`src/rtl/result_serializer.sv`:
```
// rtl/result_serializer.sv - MSB-first word serializer with bit-period divider.
// Define RESULT_SERIALIZER_PARITY_EN to append an even-parity bit period to each frame.
module result_serializer #(
  parameter int WIDTH = 32,
  parameter int DIV   = 1
) (
  input  logic             clk,
  input  logic             rst_n,
  input  logic             ena,
  input  logic             in_valid,
  input  logic [WIDTH-1:0] in_data,
  output logic             in_ready,
  output logic             ser_data,
  output logic             ser_frame,
  output logic             ser_strobe,
  output logic             busy,
  output logic             done
);

  localparam int CW = (WIDTH > 1) ? $clog2(WIDTH) : 1;
  localparam int DW = (DIV > 1) ? $clog2(DIV) : 1;
  localparam logic [CW-1:0] BIT_LAST = CW'(WIDTH - 1);
  localparam logic [DW-1:0] DIV_LAST = DW'(DIV - 1);

`ifdef RESULT_SERIALIZER_PARITY_EN
  typedef enum logic [1:0] {IDLE, SHIFT, PARITY} state_t;
`else
  typedef enum logic [1:0] {IDLE, SHIFT} state_t;
`endif

  state_t           state, state_next;
  logic [WIDTH-1:0] shreg;
  logic [CW-1:0]    bit_cnt;
  logic [DW-1:0]    div_cnt;
  logic             done_pend;
  logic             period_end;
`ifdef RESULT_SERIALIZER_PARITY_EN
  logic             par_bit;
`endif

  assign period_end = (div_cnt == DIV_LAST);
  assign in_ready   = (state == IDLE) && ena;

  always_comb begin
    state_next = state;
    busy       = (state != IDLE);
    ser_frame  = (state != IDLE);
    ser_strobe = (state != IDLE) && ena && (div_cnt == '0);
    done       = done_pend && ena;
    ser_data   = 1'b0;
    case (state)
      IDLE: begin
        if (in_valid && ena) state_next = SHIFT;
      end
      SHIFT: begin
        ser_data = shreg[WIDTH-1];
        if (ena && period_end && (bit_cnt == '0)) begin
`ifdef RESULT_SERIALIZER_PARITY_EN
          state_next = PARITY;
`else
          state_next = IDLE;
`endif
        end
      end
`ifdef RESULT_SERIALIZER_PARITY_EN
      PARITY: begin
        ser_data = par_bit;
        if (ena && period_end) state_next = IDLE;
      end
`endif
      default: state_next = IDLE;
    endcase
  end

  // Everything, including the pending done pulse, is frozen while ena is low.
  always_ff @(posedge clk or negedge rst_n) begin
    if (!rst_n) begin
      state     <= IDLE;
      shreg     <= '0;
      bit_cnt   <= '0;
      div_cnt   <= '0;
      done_pend <= 1'b0;
`ifdef RESULT_SERIALIZER_PARITY_EN
      par_bit   <= 1'b0;
`endif
    end else if (ena) begin
      state     <= state_next;
      done_pend <= (state != IDLE) && (state_next == IDLE);
      if (state == IDLE) begin
        if (in_valid) begin
          shreg   <= in_data;
          bit_cnt <= BIT_LAST;
          div_cnt <= '0;
`ifdef RESULT_SERIALIZER_PARITY_EN
          par_bit <= ^in_data;
`endif
        end
      end else if (period_end) begin
        div_cnt <= '0;
        if ((state == SHIFT) && (bit_cnt != '0)) begin
          shreg   <= {shreg[WIDTH-2:0], 1'b0};
          bit_cnt <= bit_cnt - 1'b1;
        end
      end else begin
        div_cnt <= div_cnt + 1'b1;
      end
    end
  end

endmodule
```
`config.mk`:
```
export PLATFORM = sky130hd
export DESIGN_NAME = result_serializer
export DESIGN_NICKNAME = d
export VERILOG_FILES = /design/src/rtl/result_serializer.sv
export SDC_FILE = /design/constraint.sdc
export NUM_CORES = 1
export LEC_CHECK = 0
export CORE_MARGIN = 2
export CORE_UTILIZATION = 56
export CTS_CLUSTER_SIZE = 24
export DETAILED_ROUTE_END_ITERATION = 12
export PLACE_DENSITY = 0.95
export REMOVE_ABC_BUFFERS = 1
export SYNTH_ARGS = -nofsm -noshare
export SYNTH_HDL_FRONTEND = slang
export SYNTH_SLANG_ARGS = --single-unit
```
`constraint.sdc`:
```
create_clock -name clk -period 5.3 [get_ports clk]
set_clock_uncertainty 0.15 [all_clocks]
set_input_delay 1.59 -clock clk [delete_from_list [all_inputs] [get_ports clk]]
set_output_delay 1.59 -clock clk [all_outputs]
set_load 0.02 [all_outputs]
```
==> impl_metrics.ini <==
[final_layout]
syn_to_final_growth_pct = 22.3
design_area_um2 = 2680
antenna-diode-count = 0
final_cell_mix = dfrtp_1 (40), clkdlybuf4s50_1 (40), mux2_2 (33)
drive_above_1_share_pct = 39.0
fin_nets = 233

[cts]
cts_buffers = 5
ctsHoldBuffers = 0
cts_root_buffer = clkbuf_8
cts_resized = 0
htreeDepth = 2
clock_latency_ns = 0.28
cts_tree = done
post-cts-setup-buffers = 0
cts.sinks = 40
cts_buffer_depth = 2
path_clk_slew_ns = 0.07

[timing]
setup_viol = 0
rsz0062_at_grt = false
fin_crit_sh_pct = 90.5
setup_ws_ns = 0.506
relSlewSlack_pct = 42.4
fin_crit_ns = 4.79
slew_viol_final = 0
holdWs_ns = 0.362
worst_pin_slew_ns = 0.865
finalHoldViolations = 0
max_freq_mhz = 209
finalSetupTns_ns = 0

[status]
status = finished clean

[placed_design]
routabilityCongestion = 0.809
port_buffers = 41
hpwl_um = 2880
place_area_um2 = 2610
place_ws_ns = 0.518

[detailed_routing]
vias_per_cell = 5.72
drtPass1Iterations = 4
remaining_drc_errors = 0
drtIter0Drc = 70
routed_wl_um = 4180
vias = 1390
wl_per_cell_um = 17.2
postRouteAntennaNets = 0

[synthesis]
synth_cell_type_count = 33
yosysTopAreaCell = dfrtp_1
synth_top_area_share_pct = 45.6
syn_area_um2 = 2190
yosys-top-cells-area = dfrtp_1 (46%), mux2_4 (20%), mux2_2 (17%)
yosysSeqAreaShare_pct = 45.6
avgSynthCellArea_um2 = 14.1
synthesis.instances = 156
synth-seq-cells = 40
yosysWarnings = 0

[die]
io_pins = 42
dieArea_um2 = 4430
die_x_um = 66.6
die_h_um = 66.6
rows = 22
start_util_pct = 59.0
core-area_um2 = 3720

[setup_path]
crit_fanout = 12
required_ns = 3.56
crit_path_start = ena
worstSetupStartpointType = input pin
worstReg2RegEnd = shreg[19]
path_class = in -> out
r2r_cells = 6
critical_path.endpoint_type = output pin
r2r_slack_ns = 3.13
crit_arrival_ns = 3.05
r2r-start = bit_cnt[0]

[grt]
track_usage_pct = 21.5
grt_max_degree = 41
grt_pass1_vias = 1465
grt_pass1_wl_um = 7070
overflow = 0
antenna_found_initial = 0

[flow_run]
max_cap_viol_count = 0

[power]
p_per_area_nw_per_um2 = 406
ir_worst_vdd_mv = 0.216
power_uw = 1090
p_leak_uw = 0.00125

[min_path]
hold_path.class = reg -> reg
hp-start = shreg[23]
min_to = shreg[23]
holdPathStages = 1
-- worst max-delay path: stages --
cell,delay (ns)
clkdlybuf4s50_1,0.67
nor2b_1,0.18
clkdlybuf4s50_1,0.61
-- how the worst max path moves through the flow --
stage	slack [ns]	depth (start not counted)	end
after floorplan	1.60	3	shreg[18]
after CTS	0.50	3	ser_strobe
final	0.51	3	ser_strobe
after global routing	0.43	3	done
after detailed placement	0.52	3	in_ready
after global placement	0.57	3	ser_strobe
-- flip-flops by register name, summed over array words and instances, names as in the netlist --
register,flops
state,2
done_pend,1
bit_cnt,5
shreg,32
-- Yosys cell counts --
cell type  instances
o21ai_0            2
nand2_1            2
mux2_2            33
dfrtp_1           40
buf_2              7
o21ai_2            1
nor2_4             1
nor3b_1            2
a311o_1            1
and3_1             1
ha_1               2
nor2_1             4
or4b_4             1
nand3_1            1
nand3b_1           1
inv_1              4
nand4bb_1          1
a211oi_1           1
mux2_4            29
buf_6              3
nor3_1             1
a31oi_1            2
buf_4              1
a311oi_1           1
and4bb_2           1
o32ai_1            1
o21a_1             1
nor2b_1            2
nor4b_4            1
a21boi_0           1
and3b_1            1
a21oi_1            4
and2_1             2
-- per-stage QoR --
step | std cells | utilization (%)
final | 243 | 72.2
after global routing | 243 | 72.2
after CTS | 243 | 72.2
after detailed placement | 236 | 70.1
after global placement | 236 | 70.1
after floorplan | 145 | -
-- kinds of logic after synthesis --
kind of cell | share of synthesized area, %
flops | 45.6
simple gates | 7.64
mux | 36.8
buf+inv | 4.16
fa+ha+maj | 1.14
compound gates | 4.62
-- final cells by class --
class | instances | area [um^2]
sequential | 40 | 1000
timing repair buffer | 43 | 420
clock inverter | 1 | 5.00
fill | 238 | 1030
tap | 48 | 60.1
multi-input combinational | 101 | 1110
inverter | 4 | 15.0
clock buffer | 6 | 72.6
-- routing by layer --
layer	part of all wire [%]	track usage, %
met1	42	27.1
met2	50	35.6
met3	5.4	5.24
met4	1.7	8.16
met5	0	0
-- report_power, final --
part	total, uW	switching (uW)	leakage (uW)	internal, uW
registers	493	80.2	0.000522	413
logic	412	139	0.000688	273
clock network	184	94.4	0.0000410	89.3
Note: power is estimated with default switching activity, not from simulation.
